`config.mk`:
```
export PLATFORM = sky130hd
export DESIGN_NAME = multicycle_controller_flat
export DESIGN_NICKNAME = d
export VERILOG_FILES = /design/src/rtl/multicycle_controller_if.sv /design/src/rtl/multicycle_controller.sv /design/src/flat_wrapper.sv
export SDC_FILE = /design/constraint.sdc
export NUM_CORES = 1
export LEC_CHECK = 0
export BUFFER_PORTS_ARGS = -buffer_cell sky130_fd_sc_hd__buf_2
export CORE_MARGIN = 2
export CORE_UTILIZATION = 47
export CTS_CLUSTER_SIZE = 10
export DETAILED_ROUTE_END_ITERATION = 7
export PLACE_DENSITY = 0.84
export REMOVE_ABC_BUFFERS = 1
export SYNTH_ARGS = -nofsm -noshare
export SYNTH_HDL_FRONTEND = slang
export SYNTH_SLANG_ARGS = --single-unit
```
`constraint.sdc`:
```
create_clock -name clk -period 3.4 [get_ports clk]
set_input_delay 0.51 -clock clk [delete_from_list [all_inputs] [get_ports clk]]
set_output_delay 0.51 -clock clk [all_outputs]
set_load 0.01 [all_outputs]
```
`src/rtl/multicycle_controller_if.sv`:
```
// -----------------------------------------------------------------------------
// multicycle_controller_if
// Bundles the instruction fields, ALU flags and memory handshake going into
// the multicycle controller together with every control output it drives
// back into the datapath.
//   master : the controller (reads instruction/flags/MemReady, drives controls)
//   slave  : the datapath side (drives instruction/flags/MemReady, reads controls)
// -----------------------------------------------------------------------------
interface multicycle_controller_if;
    // Latched instruction fields and datapath status
    logic [1:0] Op;
    logic [5:0] Funct;
    logic [3:0] Rd;
    logic [3:0] Cond;
    logic [3:0] ALUFlags;
    logic       MemReady;

    // Datapath enables and selects
    logic       PCWrite;
    logic       IRWrite;
    logic       MemWrite;
    logic       RegWrite;
    logic       AdrSrc;
    logic       ALUSrcA;
    logic [1:0] ALUSrcB;
    logic [1:0] ResultSrc;
    logic [1:0] ImmSrc;
    logic [1:0] RegSrc;
    logic [1:0] ALUControl;

    // Architectural flags and debug state
    logic [3:0] Flags;
    logic [3:0] State;

    modport master (
        input  Op, Funct, Rd, Cond, ALUFlags, MemReady,
        output PCWrite, IRWrite, MemWrite, RegWrite, AdrSrc, ALUSrcA,
        output ALUSrcB, ResultSrc, ImmSrc, RegSrc, ALUControl,
        output Flags, State
    );

    modport slave (
        output Op, Funct, Rd, Cond, ALUFlags, MemReady,
        input  PCWrite, IRWrite, MemWrite, RegWrite, AdrSrc, ALUSrcA,
        input  ALUSrcB, ResultSrc, ImmSrc, RegSrc, ALUControl,
        input  Flags, State
    );
endinterface

```
`src/rtl/multicycle_controller.sv`:
```
// -----------------------------------------------------------------------------
// multicycle_controller
// Control FSM for a small ARM-like multicycle datapath. Sequences fetch,
// decode, memory, data-processing and branch steps, decodes the ALU
// operation, holds the NZCV flag register and evaluates the condition field.
//
// Ports
//   clk      : rising-edge clock
//   reset_n  : asynchronous active-low reset
//   bus      : multicycle_controller_if.master
//              in : Op, Funct, Rd, Cond, ALUFlags, MemReady
//              out: PCWrite, IRWrite, MemWrite, RegWrite, AdrSrc, ALUSrcA,
//                   ALUSrcB, ResultSrc, ImmSrc, RegSrc, ALUControl, Flags, State
//
// The datapath controls are combinational in the current state, the
// instruction fields, MemReady and the flag register, so that a memory
// handshake can complete in the same cycle it is signalled. Every write
// enable is additionally gated by reset_n so an asserted reset kills any
// in-flight write before the next clock edge.
// -----------------------------------------------------------------------------
module multicycle_controller (
    input  logic                         clk,
    input  logic                         reset_n,
    multicycle_controller_if.master      bus
);

    typedef enum logic [3:0] {
        FETCH    = 4'd0,
        DECODE   = 4'd1,
        MEMADR   = 4'd2,
        MEMREAD  = 4'd3,
        MEMWB    = 4'd4,
        MEMWRITE = 4'd5,
        EXECR    = 4'd6,
        EXECI    = 4'd7,
        ALUWB    = 4'd8,
        BRANCH   = 4'd9
    } stateType;

    stateType   curState;
    logic [3:0] flagsReg;
    logic       condEx;

    logic [1:0] aluOp;
    logic       aluNoWrite;
    logic       aluArith;
    logic       aluIsCmp;

    logic       pcWriteRaw;
    logic       irWriteRaw;
    logic       memWriteRaw;
    logic       regWriteRaw;
    logic       aluWbWrite;
    logic       adrSrc;
    logic       aluSrcA;
    logic [1:0] aluSrcB;
    logic [1:0] resultSrc;
    logic [1:0] aluControl;

    // ARM condition evaluation on an NZCV nibble; 1111 never executes.
    function automatic logic condCheck(input logic [3:0] cond, input logic [3:0] nzcv);
        logic n;
        logic z;
        logic c;
        logic v;
        logic result;
        n = nzcv[3];
        z = nzcv[2];
        c = nzcv[1];
        v = nzcv[0];
        case (cond)
            4'b0000: result = z;
            4'b0001: result = ~z;
            4'b0010: result = c;
            4'b0011: result = ~c;
            4'b0100: result = n;
            4'b0101: result = ~n;
            4'b0110: result = v;
            4'b0111: result = ~v;
            4'b1000: result = c & ~z;
            4'b1001: result = ~c | z;
            4'b1010: result = (n == v);
            4'b1011: result = (n != v);
            4'b1100: result = ~z & (n == v);
            4'b1101: result = z | (n != v);
            4'b1110: result = 1'b1;
            default: result = 1'b0;
        endcase
        return result;
    endfunction

    // Condition check always uses the architectural flag register.
    always_comb begin
        condEx = condCheck(bus.Cond, flagsReg);
    end

    // Data-processing decode on Funct[4:1]; CMP and unknown encodings never write Rd.
    always_comb begin
        aluOp      = 2'b00;
        aluNoWrite = 1'b0;
        aluArith   = 1'b0;
        aluIsCmp   = 1'b0;
        case (bus.Funct[4:1])
            4'b0100: begin
                aluOp    = 2'b00;
                aluArith = 1'b1;
            end
            4'b0010: begin
                aluOp    = 2'b01;
                aluArith = 1'b1;
            end
            4'b0000: begin
                aluOp    = 2'b10;
            end
            4'b1100: begin
                aluOp    = 2'b11;
            end
            4'b1010: begin
                aluOp      = 2'b01;
                aluArith   = 1'b1;
                aluIsCmp   = 1'b1;
                aluNoWrite = 1'b1;
            end
            default: begin
                aluOp      = 2'b00;
                aluNoWrite = 1'b1;
            end
        endcase
    end

    // State register and next-state sequencing; unused codes recover to FETCH.
    always_ff @(posedge clk or negedge reset_n) begin
        if (!reset_n) begin
            curState <= FETCH;
        end else begin
            case (curState)
                FETCH:    curState <= bus.MemReady ? DECODE : FETCH;
                DECODE: begin
                    case (bus.Op)
                        2'b00:   curState <= bus.Funct[5] ? EXECI : EXECR;
                        2'b01:   curState <= MEMADR;
                        2'b10:   curState <= BRANCH;
                        default: curState <= FETCH;
                    endcase
                end
                MEMADR:   curState <= bus.Funct[0] ? MEMREAD : MEMWRITE;
                MEMREAD:  curState <= bus.MemReady ? MEMWB : MEMREAD;
                MEMWB:    curState <= FETCH;
                MEMWRITE: curState <= bus.MemReady ? FETCH : MEMWRITE;
                EXECR:    curState <= ALUWB;
                EXECI:    curState <= ALUWB;
                ALUWB:    curState <= FETCH;
                BRANCH:   curState <= FETCH;
                default:  curState <= FETCH;
            endcase
        end
    end

    // NZCV register: loads on the execute edge of an executed flag-setting op;
    // logical ops leave C and V untouched.
    always_ff @(posedge clk or negedge reset_n) begin
        if (!reset_n) begin
            flagsReg <= 4'b0000;
        end else if (((curState == EXECR) || (curState == EXECI)) &&
                     condEx && (bus.Funct[0] || aluIsCmp)) begin
            flagsReg[3:2] <= bus.ALUFlags[3:2];
            if (aluArith) begin
                flagsReg[1:0] <= bus.ALUFlags[1:0];
            end else begin
                flagsReg[1:0] <= flagsReg[1:0];
            end
        end else begin
            flagsReg <= flagsReg;
        end
    end

    // ALU result write-back is suppressed for CMP and unknown encodings.
    always_comb begin
        aluWbWrite = condEx & ~aluNoWrite;
    end

    // Per-state datapath controls; anything not set for a state stays 0 / ADD.
    always_comb begin
        pcWriteRaw  = 1'b0;
        irWriteRaw  = 1'b0;
        memWriteRaw = 1'b0;
        regWriteRaw = 1'b0;
        adrSrc      = 1'b0;
        aluSrcA     = 1'b0;
        aluSrcB     = 2'b00;
        resultSrc   = 2'b00;
        aluControl  = 2'b00;
        case (curState)
            FETCH: begin
                aluSrcA    = 1'b1;
                aluSrcB    = 2'b10;
                resultSrc  = 2'b10;
                pcWriteRaw = bus.MemReady;
                irWriteRaw = bus.MemReady;
            end
            DECODE: begin
                aluSrcA   = 1'b1;
                aluSrcB   = 2'b10;
                resultSrc = 2'b10;
            end
            MEMADR: begin
                aluSrcB = 2'b01;
            end
            MEMREAD: begin
                adrSrc = 1'b1;
            end
            MEMWB: begin
                resultSrc   = 2'b01;
                regWriteRaw = condEx;
            end
            MEMWRITE: begin
                adrSrc      = 1'b1;
                memWriteRaw = condEx;
            end
            EXECR: begin
                aluSrcB    = 2'b00;
                aluControl = aluOp;
            end
            EXECI: begin
                aluSrcB    = 2'b01;
                aluControl = aluOp;
            end
            ALUWB: begin
                resultSrc   = 2'b00;
                regWriteRaw = aluWbWrite;
                pcWriteRaw  = aluWbWrite & (bus.Rd == 4'b1111);
            end
            BRANCH: begin
                aluSrcB    = 2'b01;
                resultSrc  = 2'b10;
                pcWriteRaw = condEx;
            end
            default: begin
                pcWriteRaw = 1'b0;
            end
        endcase
    end

    // Write enables are forced low for as long as reset is held.
    assign bus.PCWrite    = pcWriteRaw  & reset_n;
    assign bus.IRWrite    = irWriteRaw  & reset_n;
    assign bus.MemWrite   = memWriteRaw & reset_n;
    assign bus.RegWrite   = regWriteRaw & reset_n;
    assign bus.AdrSrc     = adrSrc;
    assign bus.ALUSrcA    = aluSrcA;
    assign bus.ALUSrcB    = aluSrcB;
    assign bus.ResultSrc  = resultSrc;
    assign bus.ALUControl = aluControl;
    assign bus.ImmSrc     = bus.Op;
    assign bus.RegSrc     = {(bus.Op == 2'b01), (bus.Op == 2'b10)};
    assign bus.Flags      = flagsReg;
    assign bus.State      = curState;

endmodule

```
`src/flat_wrapper.sv`:
```
// flat-port wrapper written by rule: the top's interface ports become plain ports
module multicycle_controller_flat 
  (clk, reset_n, bus_Op, bus_Funct, bus_Rd, bus_Cond, bus_ALUFlags, bus_MemReady, bus_PCWrite, bus_IRWrite, bus_MemWrite, bus_RegWrite, bus_AdrSrc, bus_ALUSrcA, bus_ALUSrcB, bus_ResultSrc, bus_ImmSrc, bus_RegSrc, bus_ALUControl, bus_Flags, bus_State);
  multicycle_controller_if bus_i ();
  input  logic clk;
  input  logic reset_n;
  input wire logic [$bits(bus_i.Op)-1:0] bus_Op;
  input wire logic [$bits(bus_i.Funct)-1:0] bus_Funct;
  input wire logic [$bits(bus_i.Rd)-1:0] bus_Rd;
  input wire logic [$bits(bus_i.Cond)-1:0] bus_Cond;
  input wire logic [$bits(bus_i.ALUFlags)-1:0] bus_ALUFlags;
  input wire logic [$bits(bus_i.MemReady)-1:0] bus_MemReady;
  output wire logic [$bits(bus_i.PCWrite)-1:0] bus_PCWrite;
  output wire logic [$bits(bus_i.IRWrite)-1:0] bus_IRWrite;
  output wire logic [$bits(bus_i.MemWrite)-1:0] bus_MemWrite;
  output wire logic [$bits(bus_i.RegWrite)-1:0] bus_RegWrite;
  output wire logic [$bits(bus_i.AdrSrc)-1:0] bus_AdrSrc;
  output wire logic [$bits(bus_i.ALUSrcA)-1:0] bus_ALUSrcA;
  output wire logic [$bits(bus_i.ALUSrcB)-1:0] bus_ALUSrcB;
  output wire logic [$bits(bus_i.ResultSrc)-1:0] bus_ResultSrc;
  output wire logic [$bits(bus_i.ImmSrc)-1:0] bus_ImmSrc;
  output wire logic [$bits(bus_i.RegSrc)-1:0] bus_RegSrc;
  output wire logic [$bits(bus_i.ALUControl)-1:0] bus_ALUControl;
  output wire logic [$bits(bus_i.Flags)-1:0] bus_Flags;
  output wire logic [$bits(bus_i.State)-1:0] bus_State;
  assign bus_i.Op = bus_Op;
  assign bus_i.Funct = bus_Funct;
  assign bus_i.Rd = bus_Rd;
  assign bus_i.Cond = bus_Cond;
  assign bus_i.ALUFlags = bus_ALUFlags;
  assign bus_i.MemReady = bus_MemReady;
  assign bus_PCWrite = bus_i.PCWrite;
  assign bus_IRWrite = bus_i.IRWrite;
  assign bus_MemWrite = bus_i.MemWrite;
  assign bus_RegWrite = bus_i.RegWrite;
  assign bus_AdrSrc = bus_i.AdrSrc;
  assign bus_ALUSrcA = bus_i.ALUSrcA;
  assign bus_ALUSrcB = bus_i.ALUSrcB;
  assign bus_ResultSrc = bus_i.ResultSrc;
  assign bus_ImmSrc = bus_i.ImmSrc;
  assign bus_RegSrc = bus_i.RegSrc;
  assign bus_ALUControl = bus_i.ALUControl;
  assign bus_Flags = bus_i.Flags;
  assign bus_State = bus_i.State;
  multicycle_controller u_core (.clk(clk), .reset_n(reset_n), .bus(bus_i));
endmodule
```
### Yosys cells after proc, flatten, opt, wreduce, memory -nomap -nowiden

Cells that the tools add are included.

| word-level totals | value |
|---|---|
| register bits after elaboration | 8 |
| logic and storage cells | 86 |
| input port bits | 23 |
| output and inout port bits | 24 |

| cells by class | value |
|---|---|
| bitwise operators | 14 |
| reductions and logical operators | 17 |
| equal/unequal tests | 32 |
| multiplexer cells | 20 |

Operators with widths:

| cell | number |
|---|---|
| 4-bit == test (second input constant) | 12 |
| 4-bit by 3-bit == test with 1-bit output (second input constant) | 9 |
| 4-bit one-hot mux with 6 select lines | 1 |
| 4-bit by 2-bit == test with 1-bit output (second input constant) | 5 |
| 1-bit one-hot mux with 15 select lines | 1 |
| 4-bit logical NOT | 3 |
| 4-bit one-hot mux with 3 select lines | 1 |
| 3-bit two-way mux | 3 |
| 3-bit OR reduction | 3 |
| 1-bit AND | 8 |
| 4-bit by 1-bit == test with 1-bit output (second input constant) | 2 |
| 1-bit two-way mux | 8 |
| 2-bit one-hot mux with 2 select lines | 2 |
| 2-bit OR reduction | 4 |
| 2-bit one-hot mux with 3 select lines | 1 |
| 1-bit inverter | 4 |
| 4-bit OR reduction | 1 |
| 1-bit one-hot mux with 3 select lines | 1 |
| 2-bit by 1-bit == test with 1-bit output (second input constant) | 1 |
| 2-bit == test (second input constant) | 1 |
| 1-bit logical AND | 2 |
| 2-bit logical NOT | 1 |
| 1-bit logical OR | 2 |
| 2-bit two-way mux | 1 |
| other kinds (5) | 6 |

### Longest topological paths before layout

| logic depth | value |
|---|---|
| depth in word-level cells | 7 |
| depth in mapped cells | 7 |
| gate-level depth less buffers | 6 |

### Least setup slack after synthesis

Ideal clock, no wire load.

| path | value |
|---|---|
| kind | input to output |
| from | input bus_Cond[2] |
| to | output bus_RegWrite |
| setup slack | 1,100 ps |
| stages | 7 |
| path buffers | 1 |
| data arrival time | 1,790 ps |
| path through | buf_6 > mux2i_1 > o21a_1 > o221a_1 > o211ai_2 > nand2_2 > a2111oi_4 |

| between the ends | value |
|---|---|
| cells in the longest elaborated chain, start to end | 5 |

Ends and longest elaborated chain:

| item | RTL line | source |
|---|---|---|
| from (decl) | flat_wrapper.sv:10 | `input wire logic [$bits(bus_i.Cond)-1:0] bus_Cond;` |
| 4-bit == test, or another cell as far along | multicycle_controller.sv:71 | `case (cond)` |
| 1-bit one-hot mux with 15 select lines (*) | multicycle_controller.sv:71 |  |
| 1-bit AND | multicycle_controller.sv:179 | `aluWbWrite = condEx & ~aluNoWrite;` |
| 1-bit one-hot mux with 2 select lines (*) | multicycle_controller.sv:193 | `case (curState)` |
| 1-bit AND (*) | multicycle_controller.sv:248 | `assign bus.RegWrite = regWriteRaw & reset_n;` |
| to (decl) | flat_wrapper.sv:16 | `output wire logic [$bits(bus_i.RegWrite)-1:0] bus_RegWrite;` |

Mark *: on every way between the ends. The rest lies on a longest branch, timed or not.

### Worst setup path in the final report

| path | value |
|---|---|
| from | register u_core.flagsReg[3] (netlist: u_core.bus.Flags[3]) |
| to | output bus_RegWrite |

| between the ends | value |
|---|---|
| cells in the longest elaborated chain, start to end | 6 |

Ends and longest elaborated chain:

| item | RTL line | source |
|---|---|---|
| from (decl) | multicycle_controller.sv:41 | `logic [3:0] flagsReg;` |
| from (signal assigned) | multicycle_controller.sv:166 | `flagsReg[3:2] <= bus.ALUFlags[3:2];` |
| from (signal assigned) | multicycle_controller.sv:173 | `flagsReg <= flagsReg;` |
| 1-bit != test / 1-bit == test (equally long branches) | - |  |
| 1-bit OR / 1-bit AND (equally long branches) | multicycle_controller.sv:85, multicycle_controller.sv:84 |  |
| 1-bit one-hot mux with 15 select lines (*) | multicycle_controller.sv:71 |  |
| 1-bit AND | multicycle_controller.sv:179 |  |
| 1-bit one-hot mux with 2 select lines (*) | multicycle_controller.sv:193 |  |
| 1-bit AND (*) | multicycle_controller.sv:248 |  |

Marks and branches as above.

==> run_results.csv <==
group,metric,value,unit
setup_path,worstPathBufferInverterCount,1,
sta,post-route-period-util,79.3,%
clocking,cts_sinks,8,
synth,syn_avg_cell_area,7.85,um2
setup_path,crit_slowest_cell,"dfrtp_1",
setup_path,critPathMaxFanout,7,
clocking,cts_tree,"built",
synth,async_reset_ff_share,100,%
sta,fmax,0.371,GHz
floorplanning,io_pins,47,
clocking,clk_latency,250,ps
setup_path,slowest_delay,450,ps
finish,fillerInstances,156,
setup_path,worstSetupStartpointType,"register",
routing,vias,945,
grt,grtUsageMet3,5.88,%
finish,diodes,0,
routing,antenna_left,0,
grt,grt_use_total,21.9,%
clocking,root_buffer,"clkbuf_4",
setup_path,r2r_slack,1560,ps
sta,finalCriticalPeriod,2700,ps
grt,use_met1,24.4,%
sta,rsz0062_at_grt,"false",
finish,fin_nets,174,
synth,synth_area,840,um2
floorplanning,dieArea,2140,um2
synth,synth_commonest_cells,"inv_1, nor2_1, nor3_1, dfrtp_1, nand2_1",
floorplanning,die_h,46.3,um
clocking,postCtsSetupRepairBufs,0,
synth,synth_area_leader_cell,"dfrtp_1",
synth,yosysSeqAreaShare,23.8,%
job,cap_violations,0,
sta,final_hold_viol_count,0,
placed_design,port_buffers,46,
synth,synth_area_leaders,"dfrtp_1, nor3_1, mux2_2",
clocking,cts_buffers,3,
finish,final_core_util,63.1,%
synth,synth_warnings,0,
setup_path,cpLargestDelayFamily,"compound AO/OA/AOI/OAI gates",
placed_design,dp_hpwl,1730,um
floorplanning,rows,15,
setup_path,cp-startpoint,"u_core.bus.Flags[3]",
sta,worst_slew_pin_slew,430,ps
setup_path,crit_type,"register to primary output",
clocking,cts_hold_buf,0,
synth,synth_edf_count,0,
setup_path,arrival,2190,ps
grt,grtUsageMet2,41.1,%
setup_path,path_cells,"xnor2_1, mux2i_1, o221a_1, o211ai_2, nand2_2, a2111oi_4, buf_2",
power_and_ir_drop,vdd_drop_max,0.466,mV
routing,drc,0,
grt,grt_pass1_wl,3370,um
finish,drive_above_1_share,38.3,%
synth,yosysTopAreaCellShare,23.8,%
setup_path,cp-end-kind,"primary output",
grt,grt_pass1_vias,814,
sta,skew,0.708,ps
routing,drt_first_iter_violations,15,
grt,antenna_found_initial,0,
setup_path,r2r-start,"u_core.bus.Flags[3]",
grt,grt_max_degree,12,
synth,synthFlopType,"dfrtp_1",
floorplanning,core,1710,um2
routing,vias_per_cell,5.43,
synth,synth.distinct_cells,39,
routing,drt_first_pass_iters,4,
clocking,clk_pin_slew_worst_paths,50,ps
power_and_ir_drop,cellPowerDensity,618,nW/um2
grt,grt.busiest_layer,"met2",
clocking,htreeDepth,1,
grt,overflow,0,
synth,ys_ff_latch,8,
clocking,clockBufferDepth,2,
routing,wl,2160,um
floorplanning,die_w,46.3,um
sta,finalMaxSlewViolations,0,
floorplanning,initial_utilization,49.2,%
worst_hold_path,min_path_type,"input port to asynchronous set/reset pin",
setup_path,cp.required,2890,ps
power_and_ir_drop,p_leak,0.522,nW
routing,wl_per_cell,12.4,um
synth,syn_inst,107,
clocking,cts_resized,0,
sta,tns,0,ps
run_status,status,"finished clean",
sta,setup_violations,0,
finish,area_growth,28.3,%
sta,max-slew-margin-rel,70.6,%
placed_design,gp_congestion,0.887,
sequential cells by signal, indices dropped and copies added, names as in the netlist:
register	count
u_core.bus.State	4
u_core.bus.Flags	4
per-layer routing:
layer | wire [um] | share of wire [%] | vias to the layer above
li1 | - | - | 467
met1 | 893 | 41 | 438
met2 | 1130 | 52 | 40
met3 | 144 | 6.7 | 0
met4 | 0 | 0 | 0
met5 | 0 | 0 | -
stage by stage:
step	power (mW)	area [um2]	hold WS, ps	cells	setup slack [ps]
global placement	0.581	1050	371	171	912
CTS	0.670	1080	103	174	702
floorplan	0.441	793	214	100	1210
global route	0.724	1080	101	174	606
finish	0.666	1080	108	174	704
detailed placement	0.593	1050	376	171	861
power by group:
part           total, mW  internal [mW]  switching, mW
combinational      0.386          0.177          0.209
sequential         0.209          0.128         0.0803
clock             0.0712         0.0403         0.0309
total              0.666          0.346          0.321
placed cells by master (no fill, tap or decap):
cell type,netlist,layout
o21ai_0,3,3
o21a_1,3,3
o211ai_1,1,1
a21boi_0,1,1
nand3_1,2,2
nor3b_1,1,1
a2111o_1,1,1
o211ai_2,1,1
inv_1,9,9
dfrtp_1,8,8
o22ai_1,4,4
nor2_1,9,9
o31ai_1,1,1
nand2b_1,6,6
a31oi_1,2,2
mux2_2,4,4
a2111oi_4,1,1
nand4b_1,1,1
or2_2,1,1
nor3_1,9,9
a2111oi_0,1,1
nand4_1,1,1
nor2b_1,3,3
clkbuf_4,0,3
nand2_2,1,1
mux2i_1,2,2
or3_1,2,2
xor2_1,3,3
o2111ai_1,1,1
a21oi_1,2,2
nand2_1,7,7
o221a_1,1,1
nand3b_1,1,1
a211oi_1,3,3
buf_2,4,46
xnor2_1,2,2
nor4_1,1,1
o21bai_1,1,1
cell families (layout without fill, tap and decap cells):
kind of cell	Yosys count	in the layout	synth area share, %
multiplexers	6	6	7.75
XOR/XNOR	5	5	5.22
flip-flops	8	8	23.8
AND/OR/NAND/NOR	45	45	27.7
buffers and inverters	16	58	9.54
AO/OA/AOI/OAI	27	27	25.9
final timing paths:
path,depth (start not counted),to
setup / recovery,7,bus_RegWrite
hold / removal,1,u_core.bus.Flags[3]
setup reg to reg,6,u_core.bus.Flags[2]
hold reg to reg,1,u_core.bus.Flags[1]
max in group asynchronous,1,u_core.bus.Flags[2]
min in group clk,2,u_core.bus.Flags[0]
layout make-up:
type | count | area [um2] | share of cell area (%)
multi-input combinational | 83 | 559 | 51.9
timing repair buffer | 46 | 230 | 21.4
sequential | 8 | 200 | 18.6
inverter | 9 | 33.8 | 3.14
tap | 25 | 31.3 | 2.90
clock buffer | 3 | 22.5 | 2.09
Note: power is estimated with default switching activity, not from simulation.
